### src/rtl/sram_port_arbiter.sv
// sram_port_arbiter
//   Shares one synchronous single-port SRAM between an instruction-fetch
//   requester (read-only) and a load/store requester.  Requests are accepted
//   combinationally (addr_ok in the same cycle as req) and the response is
//   returned exactly one cycle later, when the SRAM read data is valid.
//   Data requests normally win.  A starve counter ensures that a waiting
//   instruction fetch gets the port after STARVE_LIMIT consecutive data grants.
//
// Ports
//   clk, reset          : single clock, asynchronous active-high reset
//   inst_req/inst_addr  : fetch request; inst_addr_ok = accepted this cycle
//   inst_data_ok/rdata  : fetch response, one cycle after acceptance
//   data_req/wr/wstrb/addr/wdata : load/store request
//   data_addr_ok        : load/store accepted this cycle
//   data_data_ok/rdata  : load/store response (rdata is 0 for stores)
//   sram_en/we/addr/wdata/rdata : shared SRAM port, rdata valid the cycle after en
module sram_port_arbiter #(
   parameter int unsigned STARVE_LIMIT = 4
) (
   input  logic        clk,
   input  logic        reset,
   // instruction requester
   input  logic        inst_req,
   input  logic [31:0] inst_addr,
   output logic        inst_addr_ok,
   output logic        inst_data_ok,
   output logic [31:0] inst_rdata,
   // data requester
   input  logic        data_req,
   input  logic        data_wr,
   input  logic [3:0]  data_wstrb,
   input  logic [31:0] data_addr,
   input  logic [31:0] data_wdata,
   output logic        data_addr_ok,
   output logic        data_data_ok,
   output logic [31:0] data_rdata,
   // shared SRAM port
   output logic        sram_en,
   output logic [3:0]  sram_we,
   output logic [31:0] sram_addr,
   output logic [31:0] sram_wdata,
   input  logic [31:0] sram_rdata
);

   localparam logic [3:0] LIMIT = 4'(STARVE_LIMIT);

   // Which requester owns the SRAM read data in the current cycle.
   typedef enum logic [1:0] {
      IDLE,
      RESP_I,
      RESP_D
   } state_e;

   state_e     state_q, state_d;
   logic [3:0] starve_q, starve_d;
   logic       wr_q, wr_d;       // granted data request was a store

   logic       starved;
   logic       inst_grant;
   logic       data_grant;

   // ------------------------------------------------------------------
   // Grant decision.  Gated by reset so nothing is accepted while the
   // block is held in reset, even though the reset itself is asynchronous.
   // ------------------------------------------------------------------
   always_comb begin
      starved    = (starve_q == LIMIT);
      inst_grant = !reset && inst_req && (!data_req || starved);
      data_grant = !reset && data_req && !inst_grant;
   end

   // ------------------------------------------------------------------
   // State register
   // ------------------------------------------------------------------
   always_ff @(posedge clk or posedge reset) begin
      if (reset) begin
         state_q  <= IDLE;
         starve_q <= '0;
         wr_q     <= 1'b0;
      end else begin
         state_q  <= state_d;
         starve_q <= starve_d;
         wr_q     <= wr_d;
      end
   end

   // ------------------------------------------------------------------
   // Next-state logic
   // ------------------------------------------------------------------
   always_comb begin
      state_d  = IDLE;
      starve_d = starve_q;
      wr_d     = wr_q;

      if (inst_grant) begin
         state_d = RESP_I;
      end else if (data_grant) begin
         state_d = RESP_D;
         wr_d    = data_wr;
      end

      // Counts data grants that overtook a waiting fetch; any cycle
      // without a fetch pending, or a fetch grant, restarts the count.
      if (!inst_req || inst_grant) begin
         starve_d = '0;
      end else if (data_grant && !starved) begin
         starve_d = starve_q + 4'd1;
      end
   end

   // ------------------------------------------------------------------
   // Output logic: request side follows the grant, response side
   // follows the registered owner of this cycle's SRAM read data.
   // ------------------------------------------------------------------
   always_comb begin
      inst_addr_ok = inst_grant;
      data_addr_ok = data_grant;

      sram_en    = 1'b0;
      sram_we    = '0;
      sram_addr  = '0;
      sram_wdata = '0;
      if (inst_grant) begin
         sram_en   = 1'b1;
         sram_addr = inst_addr;
      end else if (data_grant) begin
         sram_en    = 1'b1;
         sram_addr  = data_addr;
         sram_we    = data_wr ? data_wstrb : 4'b0000;
         sram_wdata = data_wdata;
      end

      inst_data_ok = 1'b0;
      inst_rdata   = '0;
      data_data_ok = 1'b0;
      data_rdata   = '0;
      case (state_q)
         RESP_I: begin
            inst_data_ok = 1'b1;
            inst_rdata   = sram_rdata;
         end
         RESP_D: begin
            data_data_ok = 1'b1;
            data_rdata   = wr_q ? 32'h0 : sram_rdata;
         end
         default: ;
      endcase
   end

endmodule

### config.mk
export PLATFORM = sky130hd
export DESIGN_NAME = sram_port_arbiter
export DESIGN_NICKNAME = d
export VERILOG_FILES = /design/src/rtl/sram_port_arbiter.sv
export SDC_FILE = /design/constraint.sdc
export NUM_CORES = 1
export LEC_CHECK = 0
export BUFFER_PORTS_ARGS = -buffer_cell sky130_fd_sc_hd__clkbuf_2
export CAP_MARGIN = 10
export CORE_AREA = 2 2 105 107
export DETAILED_ROUTE_END_ITERATION = 10
export DIE_AREA = 0 0 107 109
export PLACE_DENSITY = 0.5
export SLEW_MARGIN = 0
export SYNTH_ARGS = -nofsm -noshare
export SYNTH_HDL_FRONTEND = slang
export SYNTH_SLANG_ARGS = --single-unit
### constraint.sdc
create_clock -name clk -period 1.5 [get_ports clk]
set_input_delay 0 -clock clk [delete_from_list [all_inputs] [get_ports clk]]
set_output_delay 0 -clock clk [all_outputs]
set_load 0.02 [all_outputs]
After elaboration in Yosys (flattened, before gate mapping)
Index checks and enable logic that the tools add are counted.
Storage, ports and cells
  input bits: 137
  memory bits (writable): 0
  output and inout port bits: 137
  word-level logic and storage cells: 40
  register bits: 7
  memory bits (read-only): 0
  bits in latches: 0
  memories: 0
Operators by class
  reductions and logical operators: 14
  equality and inequality tests: 3
  multiply operators: 0
  add/sub/neg operators: 1
  div/mod/pow operators: 0
  order comparisons: 0
  multiplexer cells: 18
  shift operators: 0
  bitwise logic cells: 1
Operators by type and width (number)
  32-bit 2-to-1 mux: 7
  4-bit 2-to-1 mux: 5
  1-bit logical AND: 5
  1-bit zero test: 5
  4-bit by 1-bit adder with 4-bit output (second input constant): 1
  4-bit by 3-bit equality test with 1-bit output (second input constant): 1
  1-bit 2-to-1 mux: 4
  2-bit 2-to-1 mux: 2
  2-bit by 1-bit equality test with 1-bit output (second input constant): 1
  2-bit equality test (second input constant): 1
  1-bit logical OR: 2
  2-bit AND reduction: 1
  2-bit nonzero test: 1
  1-bit NOT: 1

Longest topological paths before layout
Gate-level depths: netlist (run 1).
  depth after elaboration: 8
  mapped depth: 7
  depth with buffers taken out: 5

Least setup slack after synthesis (run 1)
No wires, ideal clock.
  path kind: register to output
  start point: register starve_q[0]
  end point: output port sram_wdata[21]
  required time: 1.500 ns
  stages on the path, launching flop included: 8
  data arrival time: 1.657 ns
  setup slack: -0.157 ns
  path through: dfrtp_1 -> inv_1 -> ha_1 -> nand3b_4 -> o211a_1 -> buf_6 -> clkbuf_1 -> and2_1
On the way
  cells in the longest elaborated chain, start to end: 7
RTL lines
  from (decl): line 55  | logic [3:0] starve_q, starve_d;
  from (signal assigned): line 82  | starve_q <= starve_d;
  4-bit by 3-bit equality test with 1-bit output: line 67  | starved = (starve_q == LIMIT);
  1-bit logical OR: line 68  | inst_grant = !reset && inst_req && (!data_req || starved);
  1-bit logical AND: line 68
  1-bit zero test: line 69  | data_grant = !reset && data_req && !inst_grant;
  1-bit logical AND: line 69
  net data_addr_ok: line 34  | output logic data_addr_ok,
  32-bit 2-to-1 mux: line 126  | end else if (data_grant) begin
  32-bit 2-to-1 mux: line 123  | if (inst_grant) begin
  to (decl): line 41  | output logic [31:0] sram_wdata,
The timed path passes the listed nets, and every way through them passes these cells.

Final worst setup path (run 1)
  start point: register starve_q[1]
  end point: output port sram_addr[4]
On the way
  cells in the longest elaborated chain, start to end: 7
RTL lines
  4-bit by 3-bit equality test with 1-bit output (*): line 67
  1-bit logical OR (*): line 68
  1-bit logical AND (*): line 68
  1-bit zero test: line 69
  1-bit logical AND: line 69
  32-bit 2-to-1 mux: line 126
  32-bit 2-to-1 mux (*): line 123
  to (decl): line 40  | output logic [31:0] sram_addr,
Every way passes the cells marked *; elsewhere a longest branch is shown, timed or not.

==> results of run 1 <==
==> metrics by stage <==
| step | setup slack (ps) | cell area, um^2 | power (mW) | cells |
|---|---|---|---|---|
| 4_1_cts | -377 | 4240 | 1.60 | 617 |
| 6_report | -337 | 4330 | 1.63 | 618 |
| 3_3_place_gp | -96.2 | 3240 | 1.06 | 592 |
| 5_1_grt | -400 | 4330 | 1.72 | 618 |
| 2_1_floorplan | -118 | 1680 | 0.672 | 186 |
| 3_5_place_dp | -144 | 3240 | 1.07 | 592 |
==> what timing repair did <==
item,in CTS,in global routing
setup endpoints to repair,72,104
hold endpoints to repair,7,0
resized for setup,153,69
buffers inserted,14,3
hold buffers,1,0
pin swaps,47,5
gates cloned,6,1
==> critical path, stage by stage, from the launching register on <==
cell and delay, ps:
dfrtp_1 380, inv_2 90, ha_4 140, nand3b_4 100
o211a_4 340, buf_12 180, a22o_4 220, clkbuf_2 150
==> state kept, by name, indices dropped and copies added, names as in the netlist <==
signal    flops
starve_q      4
state_q       2
wr_q          1
==> power by group <==
group          switching, mW  internal (mW)
Sequential           0.00812          0.199
Combinational          0.519          0.640
Clock                 0.0829          0.184
==> final cells by class <==
type,instances,area share (%)
Timing Repair Buffer,306,56.8
Multi-Input combinational cell,157,33.7
Sequential cell,7,4.05
Tap cell,140,4.05
Clock buffer,4,1.04
Inverter,4,0.347
==> kinds of logic (layout without fill, tap and decap cells) <==
| logic type | after synthesis | count (layout) | share of synthesized area (%) |
|---|---|---|---|
| compound gates | 39 | 39 | 24.7 |
| fa+ha+maj | 2 | 2 | 1.79 |
| buf+inv | 22 | 314 | 7.62 |
| flops | 7 | 7 | 12.6 |
| mux | 1 | 1 | 1.08 |
| simple gates | 115 | 115 | 52.3 |
==> cells in the final DEF (no fill, tap or decap), drive strengths merged, types with 2 or more instances in the layout <==
cell	n
nand3b	2
nor2b	3
and3	5
clkbuf	220
nor2	3
ha	2
inv	4
and2	96
a22o	32
nand3	2
dfrtp	7
buf	89
==> layer usage <==
metal | vias to the layer above | track usage [%]
li1 | 1215 | -
met3 | 8 | 2.99
met2 | 172 | 29.0
met4 | 0 | 2.41
met5 | - | 0
met1 | 1141 | 14.5
==> path summary, 6_finish.rpt <==
| check | end | startpoint | depth (start not counted) |
|---|---|---|---|
| max | sram_addr[4] | starve_q[1]$_DFFE_PP0P_ | 7 |
| min | starve_q[3]$_DFFE_PP0P_ | inst_req | 2 |
| max reg2reg | wr_q$_DFFE_PP0P_ | starve_q[1]$_DFFE_PP0P_ | 7 |
| min reg2reg | wr_q$_DFFE_PP0P_ | wr_q$_DFFE_PP0P_ | 1 |
| max in group asynchronous | state_q[0]$_DFF_PP0_ | reset | 4 |
| min in group asynchronous | starve_q[0]$_DFFE_PP0P_ | reset | 4 |
==> results.ini, run 1 <==
[cells_and_area]
antenna_cells = 0
area_growth_pct = 210
fill_cells = 1057
seq_area_um2 = 175
nets = 618
drive_gt1_share_pct = 78.7
fin_util_pct = 40.8
multi_input_area_um2 = 1460

[floorplan]
fp.dieW_um = 107
dieArea_um2 = 11700
core_um2 = 10600
io_pins = 274
rows = 38
initial_core_util_pct = 13.2
die_h_um = 109

[logic_synthesis]
synthFlopType = dfrtp_1
netlist_instances = 186
synth_seq_cells = 7
ys_seq_area_share_pct = 12.6
synth_area_um2 = 1400
synthTopCellsByArea = and2_1 43%, a22o_1 20%, dfrtp_1 13%
synth_most_common_cell = and2_1
synth_top_area_share_pct = 43.0
yosysWarningCount = 0
synth_edf_count = 0
synth_top_cell_by_area = and2_1
syn-num-nets = 325
synthTopCellsByCount = 96 x and2_1, 32 x a22o_1, 9 x clkbuf_1, 7 x dfrtp_1, 6 x buf_2
synth_cell_type_count = 27
async_flop_share_pct = 100
synth_area_per_cell_um2 = 7.50

[setup_path]
start_kind = flop
cp-end-kind = output pin
r2r_slack_ps = -210
worstPathArrival_ps = 1840
critPathMaxFanout = 21
path_class = reg2out
crit_required_ps = 1500

[cts]
cts_root_buf = clkbuf_8
cts_buffer_depth = 2
cts.clk_slew.worst_paths_ps = 40
cts_tree = yes
clock_latency_ps = 230
cts_sinks = 7
cts_buffers = 3
cts.htree.levels = 1

[timing]
fmax_mhz = 544
skew_ps = 7.86
slew-limit-headroom_pct = 83.4
period_share_pct = 122
final_hold_viol_count = 0
fin_crit_ps = 1840
maxSlewViolCount = 0
finalSetupViolCount = 71
rsz0062_at_grt = yes
tightest_slew_ps = 249
hold_ws_ps = 97.3
setup_ws_ps = -337
setup_tns_ps = -21330

[grt]
grt_pass1_vias = 2521
grt_first_pass_wirelength_um = 13000
antenna_found_initial = 0
overflow = 0
grt_max_degree = 34
track_usage_pct = 14.0

[route]
wl_per_cell_um = 14.9
m1WireLength_um = 3200
firstDrtPassIters = 4
vias_per_cell = 4.10
drt_iter0_markers = 82
ant_nets = 0
drc = 0
vias = 2536
wl_met2_um = 5050
wl_met3_um = 871
wirelength_um = 9180
maxUsedRoutingLayer = met4

[outcome]
status = finished, violations left
violations = setup timing

[pwr]
powerDensity_nw_per_um2 = 377
peakVddDrop_mv = 0.167
power.leakage_nw = 2.43

[placement]
dpl.hpwl_um = 7170
gp_congestion = 0.812
io_buffers = 273

[flow_run]
cap_viol_max_count = 0

[hold_path]
min_path_type = in2reg

Note: power is estimated with default switching activity, not from simulation.
==> inputs of run 2 (changes only) <==
- MAX_ROUTING_LAYER: default -> met4
==> run 2 against run 1 <==
  * The flow still finishes with violations (setup timing)
  * Clock power is essentially flat
  * Total power shrank 0.16%
  * Utilization is the same
  * First-iteration DRC count grew 11%
  * Register-to-register slack is essentially flat
  * Cell count is the same
  * Non-clock buffer count is the same
  * Sequential power is essentially flat
  * Sequential cell count is the same
  * Sequential share of layout area is the same
  * Global-route usage grew 0.41 points
  * Critical path depth is the same
  * Critical path type unchanged
  * Largest power group unchanged
  * Highest routed layer unchanged
==> results.ini, run 2 (synthesis gave the netlist of run 1 again) <==
[outcome]
status = finished, violations left
violations = setup timing

[floorplan]
initial_core_util_pct = 13.2
die_h_um = 109
fp.dieW_um = 107
dieArea_um2 = 11700
core_um2 = 10600
io_pins = 274
rows = 38

[flow_run]
cap_viol_max_count = 0

[cells_and_area]
top_register = starve_q
drive_gt1_share_pct = 78.7
fill_cells = 1057
fin_util_pct = 40.8
antenna_cells = 0
reg_top3 = starve_q (4), state_q (2), wr_q (1)
final_cell_mix = 210 x clkbuf_2, 64 x and2_1, 55 x buf_8, 32 x and2_4, 27 x a22o_4
area_growth_pct = 210
final_common_cell = clkbuf_2
largest_reg_flops = 4
nets = 618

[hold_path]
min_path_type = in2reg

[timing]
skew_ps = 7.24
final_hold_viol_count = 0
setup_ws_ps = -334
rsz0062_at_grt = yes
setup_tns_ps = -21120
hold_ws_ps = 98.9
tightest_slew_ps = 249
fin_crit_ps = 1830
slew-limit-headroom_pct = 83.4
finalSetupViolCount = 71
period_share_pct = 122
fmax_mhz = 545
maxSlewViolCount = 0

[cts]
cts_tree = yes
cts.htree.levels = 1
clock_latency_ps = 230
cts_root_buf = clkbuf_8
cts.clk_slew.worst_paths_ps = 40
cts_buffers = 3
cts_sinks = 7
cts_buffer_depth = 2

[setup_path]
r2r_start = starve_q[1]$_DFFE_PP0P_
crit_chain = inv_2 > ha_4 > nand3b_4 > o211a_4 > buf_12 > a22o_4 > clkbuf_2
worstPathArrival_ps = 1830
cp-end-kind = output pin
crit_required_ps = 1500
start_kind = flop
path_class = reg2out
r2r-end = wr_q$_DFFE_PP0P_
critPathMaxFanout = 21
r2r_slack_ps = -210
reg2regPathDepth = 7
slowest_stage = dfrtp_1
cp-endpoint = sram_addr[4]
max_stage_delay_ps = 380
cp-startpoint = starve_q[1]$_DFFE_PP0P_

[placement]
post-place-ws_ps = -144
io_buffers = 273
dpl.hpwl_um = 7170
gp_congestion = 0.824

[grt]
grt_max_degree = 34
overflow = 0
antenna_found_initial = 0
track_usage_pct = 14.5
grt_pass1_vias = 2523
grt_first_pass_wirelength_um = 13000

[pwr]
peakVddDrop_mv = 0.167
powerDensity_nw_per_um2 = 377
power.leakage_nw = 2.43
total_power_mw = 1.63

[route]
drt_iter0_markers = 91
wl_per_cell_um = 14.9
wirelength_um = 9210
ant_nets = 0
drc = 0
firstDrtPassIters = 4
vias = 2539
vias_per_cell = 4.11

## run 2: cell counts in the layout (fill, tap and decap cells not counted)
Identical to the previous run, type by type.
## run 2: worst max-delay path: cells and delay by family, from the launching register on
| family | cells | cell delay (ps) |
|---|---|---|
| DFF | 1 | 380 |
| and+or+nand+nor | 1 | 100 |
| AOI/OAI and AO/OA | 2 | 560 |
| buffers and inverters | 3 | 420 |
| adders and majority gates | 1 | 140 |
## run 2: worst min path at each step
stage	from	endpoint	slack, ps	depth (start not counted)
floorplan	reset	starve_q[0]$_DFFE_PP0P_	-10	2
global placement	reset	starve_q[0]$_DFFE_PP0P_	120	3
finish	inst_req	starve_q[3]$_DFFE_PP0P_	100	2
CTS	inst_req	starve_q[1]$_DFFE_PP0P_	90	3
detailed placement	reset	starve_q[0]$_DFFE_PP0P_	120	3
global route	inst_req	starve_q[1]$_DFFE_PP0P_	120	3
## run 2: report_power, final
part | internal (mW) | switching (mW) | leakage, nW
logic | 0.640 | 0.519 | 2.31
clock network | 0.184 | 0.0799 | 0.0228
registers | 0.199 | 0.00815 | 0.0933
total | 1.02 | 0.607 | 2.43
## run 2: what timing repair did
item	in CTS	in global routing
endpoints found under the hold margin	7	0
gates cloned	6	1
buffers inserted	14	3
pin swaps	47	5
endpoints found under the setup margin	72	104
hold buffers	1	0
resized for setup	153	69
## run 2: layout make-up
cell class | instances | area [um^2] | area share (%)
sequential | 7 | 175 | 4.05
inverter | 4 | 15.0 | 0.347
multi-input combinational | 157 | 1460 | 33.7
timing repair buffer | 306 | 2460 | 56.8
clock buffer | 4 | 45.0 | 1.04
tap | 140 | 175 | 4.05
## run 2: metal layers
layer,track usage (%),vias to the layer above,part of all wire [%]
li1,-,1216,-
met1,15.4,1143,37
met2,29.0,174,55
met3,1.55,6,7.7
met4,2.41,0,0.48
met5,-,-,0
## run 2: metrics by stage
| stage | cells | area (um^2) |
|---|---|---|
| 2_1_floorplan | 186 | 1680 |
| 3_3_place_gp | 592 | 3240 |
| 3_5_place_dp | 592 | 3240 |
| 4_1_cts | 617 | 4240 |
| 5_1_grt | 618 | 4330 |
| 6_report | 618 | 4330 |
==> inputs of run 3 (changes only) <==
--- a/config.mk
+++ b/config.mk
@@ -12,5 +12,5 @@
 export DIE_AREA = 0 0 107 109
 export MAX_ROUTING_LAYER = met4
-export PLACE_DENSITY = 0.5
+export PLACE_DENSITY = 0.48
 export SLEW_MARGIN = 0
 export SYNTH_ARGS = -nofsm -noshare
==> constraint.sdc (replaced) <==
create_clock -name clk -period 1.7 [get_ports clk]
set_input_delay 0.17 -clock clk [delete_from_list [all_inputs] [get_ports clk]]
set_output_delay 0.17 -clock clk [all_outputs]
set_load 0.02 [all_outputs]
==> run 3 against run 2 <==
  * The run still ends with setup timing left
  * Sequential share of layout area is 0.87 points higher
  * Clock power is 11% lower
  * Global-route usage is 2.9 points lower
  * Register-to-register slack better by 310 ps
  * Cell count is 1.6% lower
  * Via count is 3.6% lower
  * First-iteration DRC count is 15% lower
  * Sequential power is 12% lower
  * Critical path type unchanged
  * Largest power group unchanged
==> results.ini, run 3 (synthesis gave the netlist of run 1 again) <==
[outcome]
status = finished, violations left
violations = setup timing

[flow_run]
cap_viol_max_count = 0

[timing]
period_share_pct = 118
slew-limit-headroom_pct = 83.7
fmax_mhz = 499
final_hold_viol_count = 0
rsz0062_at_grt = yes
skew_ps = 1.78
tightest_slew_ps = 241
fin_crit_ps = 2000
finalSetupViolCount = 70
maxSlewViolCount = 0
setup_ws_ps = -304
setup_tns_ps = -16560

[pwr]
seqPwrFrac_pct = 14.8
power_frac_clock_pct = 19.0
power.leakage_nw = 2.09
intPower_mw = 0.751
comb_power_share_pct = 66.2
power.switching_mw = 0.486
powerDensity_nw_per_um2 = 347
peakVddDrop_mv = 0.146
netSwitchingFraction_pct = 39.3

[grt]
antenna_found_initial = 0
grt_first_pass_wirelength_um = 10500
grt_max_degree = 46
grt_pass1_vias = 2093
overflow = 0
track_usage_pct = 11.6

[route]
vias = 2447
ant_nets = 0
drt_iter0_markers = 77
drc = 0
wirelength_um = 8480
vias_per_cell = 4.02
firstDrtPassIters = 4
wl_per_cell_um = 13.9

[cts]
cts_buffer_depth = 2
hold_buffers = 0
cts_root_buf = clkbuf_8
cts.clk_slew.worst_paths_ps = 40
clock_latency_ps = 230
cts_buffers = 3
cts_tree = yes
cts_sinks = 7
cts.htree.levels = 1

[setup_path]
crit_required_ps = 1530
start_kind = flop
cp-end-kind = output pin
crit_chain = inv_2 > ha_4 > nand3b_4 > a211oi_4 > buf_6 > clkbuf_16 > a22o_1 > clkbuf_8
path_class = reg2out
r2r_slack_ps = 100
critPathMaxFanout = 8
worstPathArrival_ps = 1830
slowest_stage = dfrtp_1
max_stage_delay_ps = 380

[cells_and_area]
nets = 608
fill_cells = 1139
final_cell_mix = 223 x clkbuf_2, 85 x and2_1, 31 x a22o_1, 19 x clkbuf_8, 16 x buf_2
drive_gt1_share_pct = 69.2
final_common_cell = clkbuf_2
largest_reg_flops = 4
stdcell_area_um2 = 3560
antenna_cells = 0
area_growth_pct = 156
fin_util_pct = 33.6
reg_top3 = starve_q (4), state_q (2), wr_q (1)
top_register = starve_q

[floorplan]
dieArea_um2 = 11700
initial_core_util_pct = 13.2
die_h_um = 109
core_um2 = 10600
rows = 38
fp.dieW_um = 107
io_pins = 274

[placement]
post-place-ws_ps = -89.1
gp_congestion = 0.811
io_buffers = 273
dpl.hpwl_um = 6380
dpl_cell_area_um2 = 2970

[hold_path]
min_path_type = in2async

[run 3: repair_timing]
item	in CTS	in global routing
endpoints found under the setup margin	73	76
endpoints found under the hold margin	0	0
gates resized for setup	49	73
setup buffers	2	3
gates cloned	1	9
pin swaps	5	14
[run 3: through the flow]
stage	total power [mW]	std cells	hold slack [ps]
3_5_place_dp	0.869	591	270
3_3_place_gp	0.866	591	278
4_1_cts	1.17	598	50.5
6_report	1.24	608	46.3
2_1_floorplan	0.537	186	159
5_1_grt	1.32	608	68.4
[run 3: power by group through the flow]
stage               Sequential, mW  Clock, mW  Combinational [mW]
detailed placement           0.183          0               0.686
floorplan                    0.183          0               0.354
global route                 0.184      0.258               0.874
CTS                          0.181      0.238               0.750
global placement             0.183          0               0.683
finish                       0.183      0.235               0.818
[run 3: area by class of cell]
cell class | count | area, um^2 | area share, %
flip-flops and latches | 7 | 175 | 4.91
repair buffers | 296 | 1950 | 54.8
clock buffers | 4 | 45.0 | 1.26
multi-input cells | 157 | 1200 | 33.7
inverters | 4 | 15.0 | 0.421
well taps | 140 | 175 | 4.91
[run 3: worst paths after layout]
check / start / to / cells past startpoint
worst max-delay path: starve_q[1]$_DFFE_PP0P_ / sram_addr[6] / 8
worst min-delay path: reset / starve_q[1]$_DFFE_PP0P_ / 3
worst max register to register: starve_q[1]$_DFFE_PP0P_ / wr_q$_DFFE_PP0P_ / 6
worst min register to register: starve_q[2]$_DFFE_PP0P_ / starve_q[2]$_DFFE_PP0P_ / 1
max in group asynchronous: reset / state_q[1]$_DFF_PP0_ / 3
min in group clk: inst_req / starve_q[3]$_DFFE_PP0P_ / 2
[run 3: worst max-delay path, delay by kind of cell (launching register included)]
family	cells	cell delay [ps]
buffers and inverters	4	550
flip-flops	1	380
AND/OR/NAND/NOR	1	110
adder cells (fa/ha/maj)	1	130
AO/OA/AOI/OAI	2	440
[run 3: metal layers]
metal  global-route usage, %  part of all wire (%)
met4                    2.41                   1.1
met1                    13.3                    37
met5                       -                     0
met2                    20.9                    53
met3                    2.33                   8.8
